===== src/rtl/fetch_ctrl.sv =====
// Instruction fetch controller: one outstanding imem request at a time, redirect
// squashing of stale responses, and a stallable fetch output register.
module fetch_ctrl #(
  parameter logic [63:0] RESET_PC = 64'h0
) (
  input  logic        clk,
  input  logic        rst,
  input  logic        PCSrc_E,
  input  logic [63:0] PCTarget_E,
  input  logic        Stall_F,
  output logic        imem_req,
  output logic [63:0] imem_addr,
  input  logic        imem_rvalid,
  input  logic [31:0] imem_rdata,
  output logic [63:0] PC_F,
  output logic [31:0] Instr_F,
  output logic        Valid_F
);

  typedef enum logic [1:0] {IDLE, REQ, WAIT, FULL} state_t;

  state_t      state;
  logic [63:0] fetch_pc;
  logic        squash;
  logic [63:0] redirect_pc;

  assign redirect_pc = PCTarget_E & ~64'h3;
  assign imem_addr   = fetch_pc;

  // imem_req is registered: it is raised on exactly the edges that enter REQ.
  always_ff @(posedge clk) begin
    if (rst) begin
      state    <= IDLE;
      fetch_pc <= RESET_PC;
      squash   <= 1'b0;
      Valid_F  <= 1'b0;
      PC_F     <= 64'h0;
      Instr_F  <= 32'h0;
      imem_req <= 1'b0;
    end else begin
      imem_req <= 1'b0;
      case (state)
        IDLE: begin
          state    <= REQ;
          imem_req <= 1'b1;
        end
        REQ: begin
          state <= WAIT;
          if (PCSrc_E) begin
            fetch_pc <= redirect_pc;
            squash   <= 1'b1;
            Valid_F  <= 1'b0;
          end
        end
        WAIT: begin
          if (PCSrc_E) begin
            fetch_pc <= redirect_pc;
            Valid_F  <= 1'b0;
            if (imem_rvalid) begin
              squash   <= 1'b0;
              state    <= REQ;
              imem_req <= 1'b1;
            end else begin
              squash <= 1'b1;
            end
          end else if (imem_rvalid) begin
            if (squash) begin
              squash   <= 1'b0;
              state    <= REQ;
              imem_req <= 1'b1;
            end else begin
              Instr_F  <= imem_rdata;
              PC_F     <= fetch_pc;
              Valid_F  <= 1'b1;
              fetch_pc <= fetch_pc + 64'd4;
              state    <= FULL;
            end
          end
        end
        FULL: begin
          // A redirect drops the held instruction even while Decode is stalled.
          if (PCSrc_E) begin
            fetch_pc <= redirect_pc;
            Valid_F  <= 1'b0;
            state    <= REQ;
            imem_req <= 1'b1;
          end else if (!Stall_F) begin
            Valid_F  <= 1'b0;
            state    <= REQ;
            imem_req <= 1'b1;
          end
        end
        default: state <= IDLE;
      endcase
    end
  end

endmodule

===== config.mk =====
export PLATFORM = sky130hd
export DESIGN_NAME = fetch_ctrl
export DESIGN_NICKNAME = d
export VERILOG_FILES = /design/src/rtl/fetch_ctrl.sv
export SDC_FILE = /design/constraint.sdc
export NUM_CORES = 1
export LEC_CHECK = 0
export ABC_AREA = 1
export BUFFER_PORTS_ARGS = -buffer_cell sky130_fd_sc_hd__buf_2
export CAP_MARGIN = 20
export CORE_ASPECT_RATIO = 1.5
export CORE_UTILIZATION = 30
export CTS_CLUSTER_DIAMETER = 60
export DETAILED_ROUTE_END_ITERATION = 10
export PLACE_DENSITY = 0.6
export SYNTH_ARGS = -nofsm -noshare
export SYNTH_HDL_FRONTEND = slang
export SYNTH_SLANG_ARGS = --single-unit

===== constraint.sdc =====
create_clock -name clk -period 1.7 [get_ports clk]
set_input_delay 0 -clock clk [delete_from_list [all_inputs] [get_ports clk]]
set_output_delay 0 -clock clk [all_outputs]
set_load 0.05 [all_outputs]

Word level (Yosys, flattened, before mapping)
Cells that the tools add are included.
W data, S select, Z words.
{"block": "totals", "register_bits": 165, "output_inout_bits": 162}
{"block": "op_classes", "addsub": 1, "n_eq_ne": 9, "n_mux": 31, "bitwise": 2, "n_reduce_logical": 10}
{"operator": "$mux W64", "n": 4}
{"operator": "$pmux W64 S2", "n": 1}
{"operator": "$add A64 B3 Y64 const B", "n": 1}
{"operator": "$mux W1", "n": 16}
{"operator": "$mux W2", "n": 6}
{"operator": "$ne A3 B3 Y1 const B", "n": 3}
{"operator": "$pmux W2 S4", "n": 1}
{"operator": "$reduce_and A4 Y1", "n": 2}
{"operator": "$pmux W1 S3", "n": 2}
{"operator": "$reduce_and A5 Y1", "n": 1}
{"operator": "$eq A2 B2 Y1 const B", "n": 2}
{"operator": "$ne A2 B2 Y1 const B", "n": 2}
{"operator": "$reduce_bool A2 Y1", "n": 2}
{"operator": "$reduce_and A3 Y1", "n": 1}
{"operator": "$reduce_bool A3 Y1", "n": 1}
{"operator": "$eq A2 B1 Y1 const B", "n": 1}
{"operator": "$logic_not A2 Y1", "n": 1}
{"operator": "$ne A2 B1 Y1 const B", "n": 1}
{"operator": "$not A1 Y1", "n": 2}
{"operator": "$pmux W1 S2", "n": 1}
{"operator": "$reduce_and A2 Y1", "n": 1}
{"operator": "$reduce_or A2 Y1", "n": 1}

Depth between registers and ports, before layout
Gate-level depths: netlist (run 1).
{"block": "depth", "word_depth": 5, "ltp_mapped": 11, "ltp_nobuf": 11}

Worst setup path before layout (run 1)
Ideal clock, no wire load.
{"block": "synth_timing", "kind": "register to register", "start": "register fetch_pc[2] (netlist: imem_addr[2])", "end": "register fetch_pc[22] (netlist: imem_addr[22])", "arrival_time_ns": 1.915, "t_required_ns": 1.568, "path_slack_ns": -0.347, "path_stages_with_launch": 10, "path_buffers": 0, "cell_sequence": "dfxtp_1 ha_1 nand2_2 nor2_8 nand2_4 nor2_8 nand2_1 xnor2_1 o21ai_1 a21oi_1"}
{"block": "synth_between", "elab_chain_len": 5}
{"item": "from (decl)", "line_no": "23", "rtl": "logic [63:0] fetch_pc;"}
{"item": "from (signal assigned)", "line_no": "50", "rtl": "fetch_pc <= redirect_pc;"}
{"item": "from (signal assigned)", "line_no": "57", "rtl": "fetch_pc <= redirect_pc;"}
{"item": "from (signal assigned)", "line_no": "75", "rtl": "fetch_pc <= fetch_pc + 64'd4;"}
{"item": "$add A64 B3 Y64", "line_no": "75"}
{"item": "$mux W64", "line_no": "67", "rtl": "if (squash) begin"}
{"item": "$mux W64", "line_no": "66", "rtl": "end else if (imem_rvalid) begin"}
{"item": "$mux W64", "line_no": "56", "rtl": "if (PCSrc_E) begin"}
{"item": "$pmux W64 S2", "line_no": "42", "rtl": "case (state)"}
Every way passes these cells. The select of a mux whose other input is x is not followed.
A chain may end at the register's enable or synchronous reset.

Worst setup path after layout (run 1)
{"block": "layout_timing", "start": "register fetch_pc[9] (netlist: imem_addr[9])", "end": "register fetch_pc[55] (netlist: imem_addr[55])"}
Same word-level chain as after synthesis.

==> results.toml, run 1 <==
[clocking]
cts_buffer_depth = 2
clk_pin_slew_ps = 70
cts.sinks = 161
clk_latency_ps = 450
cts-htree-levels = 4
cts_buffers = 17
root_buffer = "clkbuf_16"
tritoncts = "yes"

[cells_and_area]
drive_gt1_frac = 0.3528
fin_util = 0.4928
fin_nets = 1941
area_growth_pct = 60.55

[setup_path]
end_kind = "flip-flop"
criticalPathCategory = "flip-flop to flip-flop"
crit_required_ps = 2010
start_kind = "flip-flop"
crit_arrival_ps = 2010
cp_max_fo = 5

[synth]
synthCells = 1354
ys_types = 38
syn-cell-area_mm2 = 0.008642
ys_seq_elements = 161
avgSynthCellArea_um2 = 6.383
yosysSeqAreaShare = 0.3730
yosysWarnings = 0
async_flop_share = 0
synth_edf_count = 0
ys_dominant_reg_cell = "dfxtp_1"

[timing]
fin_setup_tns_ps = 0
fmax_mhz = 588.7
rsz0062_at_grt = "true"
slew_headroom = 0.4596
final-hold-violation-count = 0
drv_slew = 0
tightest_slew_ps = 810.6
fin_skew_ps = 11.12
setup_viol = 0
holdWs_ps = 47.41
finalCriticalPeriod_ps = 1699
finalCritPeriodShare = 0.9993

[detailed_routing]
drtIter0Drc = 757
wire_per_inst_um = 17.49
totalWireLength_um = 38390
drtPass1Iterations = 5
ant_nets = 0
drc = 0
avgViaCountPerCell = 4.997
num_vias = 10970

[die]
initial_core_util = 0.3070
core_area_mm2 = 0.02815
pin_count = 263
die_y_um = 209.9
die-area_mm2 = 0.02950
rows = 75
die_x_um = 140.6

[power_and_ir_drop]
power_per_cell_area_mw_per_mm2 = 809.0
leakage_nw = 6.444
ir_worst_vdd_mv = 0.7149

[placed_design]
dpl.hpwl_um = 27000
place_congestion = 0.9342
io_buffer_count = 256

[grt]
antenna_found_initial = 1
gr-total-overflow = 0
grt_pass1_vias = 10500
grt_pass1_wl_um = 54860
grtUsageTotal = 0.2416
grt_max_degree = 78

[outcome]
outcome = "finished, final reports clean"

[run]
max-cap-violations = 0

[hold_path]
hold_class = "input port to flip-flop"
sequential cells by signal (all words and copies together), names as in the netlist:
signal / count
Instr_F: 32
imem_addr: 62
PC_F: 62
state: 2
Valid_F: 1
imem_req: 1
squash: 1
through the flow:
stage	std cells	cell area [um2]	power [mW]	setup WS, ps
floorplan	1357	8707	5.694	-6.127
global placement	2034	11300	6.632	-68.18
detailed placement	2034	11300	6.648	-126.2
CTS	2167	13030	10.94	3.995
global route	2195	13870	11.66	-81.37
finish	2195	13870	11.22	1.253
area by class of cell:
class | instances | area, um2
flip-flops and latches | 161 | 3291
clock inverters | 14 | 167.7
multi-input cells | 1030 | 5105
inverters | 99 | 386.6
well taps | 346 | 432.9
diodes | 1 | 2.502
repair buffers | 526 | 4050
fillers | 2796 | 14280
clock buffers | 18 | 439.2
timing repair:
item,4_1_cts,5_1_grt
gates cloned,1,14
buffers inserted,4,13
pin swaps,7,31
resized for setup,27,152
hold buffers,96,0
hold endpoints to repair,97,0
endpoints found under the setup margin,91,141
cells by family after synthesis:
logic type	synth area share
flip-flops	0.3730
AO/OA/AOI/OAI	0.1653
adder cells (fa/ha/maj)	0.007239
XOR/XNOR	0.01216
buffers and inverters	0.07992
AND/OR/NAND/NOR	0.3620
other	0.0004339
path summary, 6_finish.rpt:
kind | start | endpoint | slack (ps) | cells past startpoint
setup / recovery | imem_addr[9]$_SDFFE_PP0P_ | imem_addr[55]$_SDFFE_PP0P_ | 1 | 9
hold / removal | PCTarget_E[6] | imem_addr[6]$_SDFFE_PP0P_ | 50 | 4
setup reg to reg | imem_addr[9]$_SDFFE_PP0P_ | imem_addr[55]$_SDFFE_PP0P_ | 1 | 9
hold reg to reg | Valid_F$_SDFFE_PP0P_ | Valid_F$_SDFFE_PP0P_ | 470 | 2
metal layers:
| layer | vias to the layer above | share of wire | GRT usage |
|---|---|---|---|
| met4 | 0 | 0.054 | 0.1492 |
| li1 | 5336 | - | - |
| met2 | 407 | 0.51 | 0.4348 |
| met3 | 123 | 0.038 | 0.03171 |
| met5 | - | 0 | 0 |
| met1 | 5102 | 0.40 | 0.2683 |
synth_stat cells (5+ instances only):
cell type / instances / area share
buf_2: 24 / 0.014
xnor2_1: 6 / 0.0061
dfxtp_1: 161 / 0.37
a21oi_1: 111 / 0.064
nor3_1: 5 / 0.0029
nand4_1: 14 / 0.010
inv_1: 92 / 0.040
nand2_1: 292 / 0.13
nor2_1: 300 / 0.13
xor2_1: 6 / 0.0061
ha_1: 5 / 0.0072
clkbuf_1: 33 / 0.014
nor2_4: 9 / 0.012
o21ai_1: 12 / 0.0069
nand2_2: 16 / 0.012
nand3_1: 70 / 0.041
inv_2: 7 / 0.0030
nor2_2: 12 / 0.0087
o21ai_0: 139 / 0.080
buf_4: 6 / 0.0052
critical path, stage by stage (launching register included):
cell,delay (ps)
dfxtp_2,360
nand2_1,150
nor2_4,230
nand2_2,120
nor2_1,130
nand2_1,150
o21ai_0,190
nand3_1,110
nand2_1,70
a21oi_1,50
cells in the final DEF (no fill, tap or decap), drive strengths merged, types with 5 or more instances in the layout:
| master | synthesis | routed |
|---|---|---|
| nand4 | 14 | 14 |
| xnor2 | 6 | 6 |
| a21oi | 114 | 114 |
| clkbuf | 34 | 30 |
| buf | 32 | 418 |
| nand2 | 311 | 311 |
| nand3 | 74 | 74 |
| ha | 5 | 5 |
| nor2 | 324 | 324 |
| nor3 | 5 | 5 |
| xor2 | 6 | 6 |
| dlygate4sd3 | 0 | 96 |
| o21ai | 151 | 151 |
| dfxtp | 161 | 161 |
| inv | 99 | 105 |
power breakdown:
| part | switching (mW) | internal [mW] | total [mW] |
|---|---|---|---|
| Sequential | 0.201 | 3.97 | 4.17 |
| Combinational | 1.82 | 1.18 | 3.00 |
| Clock | 1.80 | 2.25 | 4.05 |
| Total | 3.82 | 7.41 | 11.2 |
Note: power is estimated with default switching activity, not from simulation.
==> run 2, diff against run 1 <==
==> constraint.sdc (replaced) <==
create_clock -name clk -period 1.5 [get_ports clk]
set_input_delay 0 -clock clk [delete_from_list [all_inputs] [get_ports clk]]
set_output_delay 0 -clock clk [all_outputs]
set_load 0.05 [all_outputs]
==> run 2 against run 1 <==
  * The flow now finishes with violations (setup timing)
  * Register-to-register slack worse by 170 ps
  * Critical path depth is 1 higher
  * Via count is 2.6% higher
  * Final cell count is 2.9% higher
  * Critical endpoint is now imem_addr[36]$_SDFFE_PP0P_
  * Critical path type unchanged
  * Global-route usage is 2.0 points higher
  * Wire length is 6.6% higher
  * Clock skew is 1.2 ps higher
  * Power is 17% higher
  * Maximum frequency is 1.7% higher
  * Hold slack worse by 27 ps
  * Combinational power is 29% higher
  * Sequential power is 13% higher
==> results.toml, run 2 (same netlist as run 1, synthesis figures left out) <==
[outcome]
outcome = "complete, but fails checks"
violations = "setup timing"

[hold_path]
hold_path_end = "imem_addr[59]$_SDFFE_PP0P_"
hold_class = "input port to flip-flop"
hold_start = "PCTarget_E[59]"
holdPathStages = 5

[timing]
final-hold-violation-count = 0
finalCriticalPeriod_ps = 1670
fin_ws_ps = -170.2
fmax_mhz = 598.7
fin_skew_ps = 12.33
rsz0062_at_grt = "true"
setup_viol = 138
drv_slew = 0
holdWs_ps = 20.01
finalCritPeriodShare = 1.113

[die]
die_y_um = 209.9
pin_count = 263
core_area_mm2 = 0.02815
die_x_um = 140.6
die-area_mm2 = 0.02950
rows = 75
initial_core_util = 0.3070

[detailed_routing]
ant_nets = 0
avgViaCountPerCell = 4.984
drc = 0
wire_per_inst_um = 18.12
num_vias = 11250
totalWireLength_um = 40910
drtIter0Drc = 694
drtPass1Iterations = 5

[cells_and_area]
final_common_cell = "buf_2"
area_growth_pct = 78.11
fin_nets = 2005
fin_util = 0.5468
final_cell_mix = "buf_2, nand2_1, nor2_1"
fin_area_mm2 = 0.01539
drive_gt1_frac = 0.4574

[grt]
grt_max_degree = 61
grtUsageTotal = 0.2616
grt_pass1_vias = 10920
grt_pass1_wl_um = 59120
gr-total-overflow = 0
antenna_found_initial = 1

[power_and_ir_drop]
p_switching_mw = 4.487
combPwrFrac = 0.295
power_per_cell_area_mw_per_mm2 = 854.0
intPower_mw = 8.658
leakage_nw = 7.009
pwr-share-seq = 0.360
ir_worst_vdd_mv = 0.8384
finalPower_mw = 13.14
switching_share = 0.3413
power_frac_clock = 0.345

[setup_path]
worst_path_most_repeated_cell = "buf_12"
r2r-end = "imem_addr[36]$_SDFFE_PP0P_"
path_cells = "inv_2 > ha_4 > inv_4 > nor2_4 > o21ai_4 > nand2_4 > buf_12 > buf_12 > nand2_1 > a21oi_2"
rrSetupSlack_ps = -170
rr_worst_depth = 10
crit_required_ps = 1870
crit_arrival_ps = 2040
crit_slowest_cell = "dfxtp_4"
criticalPathCategory = "flip-flop to flip-flop"
cpPeakStageDelay_ps = 380
rr_startpoint = "state[0]$_SDFFE_PP0P_"
cp_max_fo = 16
end_kind = "flip-flop"
start_kind = "flip-flop"

[clocking]
cts_buffers = 17
cts_buffer_depth = 2
cts-htree-levels = 4
cts.sinks = 161
clk_latency_ps = 460
tritoncts = "yes"
clk_pin_slew_ps = 70
root_buffer = "clkbuf_16"

[placed_design]
io_buffer_count = 256
placed_area_mm2 = 0.01200
dp_slack_ps = -323.5
place_congestion = 0.9300
dpl.hpwl_um = 28140

[run]
max-cap-violations = 0
## run 2: final cells by class
class	count	area (um2)
well taps	346	432.9
clock inverters	9	92.59
inverters	99	394.1
multi-input cells	1030	5841
flip-flops and latches	161	3400
clock buffers	22	506.7
fillers	2631	12760
repair buffers	590	4723
diodes	1	2.502
## run 2: worst max-delay path by stage
stage	start	end	slack, ps
final	state[0]$_SDFFE_PP0P_	imem_addr[36]$_SDFFE_PP0P_	-170
after global routing	imem_addr[25]$_SDFFE_PP0P_	imem_addr[48]$_SDFFE_PP0P_	-240
after CTS	state[0]$_SDFFE_PP0P_	imem_addr[13]$_SDFFE_PP0P_	-130
after detailed placement	imem_addr[23]$_SDFFE_PP0P_	imem_addr[56]$_SDFFE_PP0P_	-320
after global placement	imem_addr[22]$_SDFFE_PP0P_	imem_addr[56]$_SDFFE_PP0P_	-260
after floorplan	imem_addr[2]$_SDFFE_PP0P_	imem_addr[52]$_SDFFE_PP0P_	-70
## run 2: critical path, delay by kind of cell, from the launching register on
kind                       cells  cell delay (ps)
DFF                            1              380
buffers and inverters          4              470
adders and majority gates      1              140
AOI/OAI and AO/OA              2              230
and+or+nand+nor                3              350
## run 2: timing repair
action                     4_1_cts  5_1_grt
cloned                           7       14
pin swaps                       25       80
setup buffers                   20        9
setup endpoints to repair      146      151
hold buffers                    92        0
hold endpoints to repair        94        0
gates resized for setup        144      244
## run 2: metrics by stage
stage               std cells  setup TNS [ps]
floorplan                1357          -429.5
global placement         2088           -8505
detailed placement       2088          -10100
CTS                      2238           -6845
global route             2258          -19770
finish                   2258          -10500
## run 2: power by group through the flow
stage | clock (mW) | sequential (mW) | combinational [mW]
after floorplan | 0 | 5.52 | 0.991
after global placement | 0 | 4.79 | 2.94
after detailed placement | 0 | 4.80 | 2.95
after CTS | 4.60 | 4.71 | 3.48
after global routing | 4.81 | 4.76 | 4.10
final | 4.53 | 4.73 | 3.88
## run 2: per-layer routing
metal	global-route usage	share of wire	up-vias
met2	0.4712	0.51	390
met4	0.1469	0.057	0
met3	0.03536	0.042	119
met1	0.2950	0.39	5288
met5	0	0	-
li1	-	-	5456
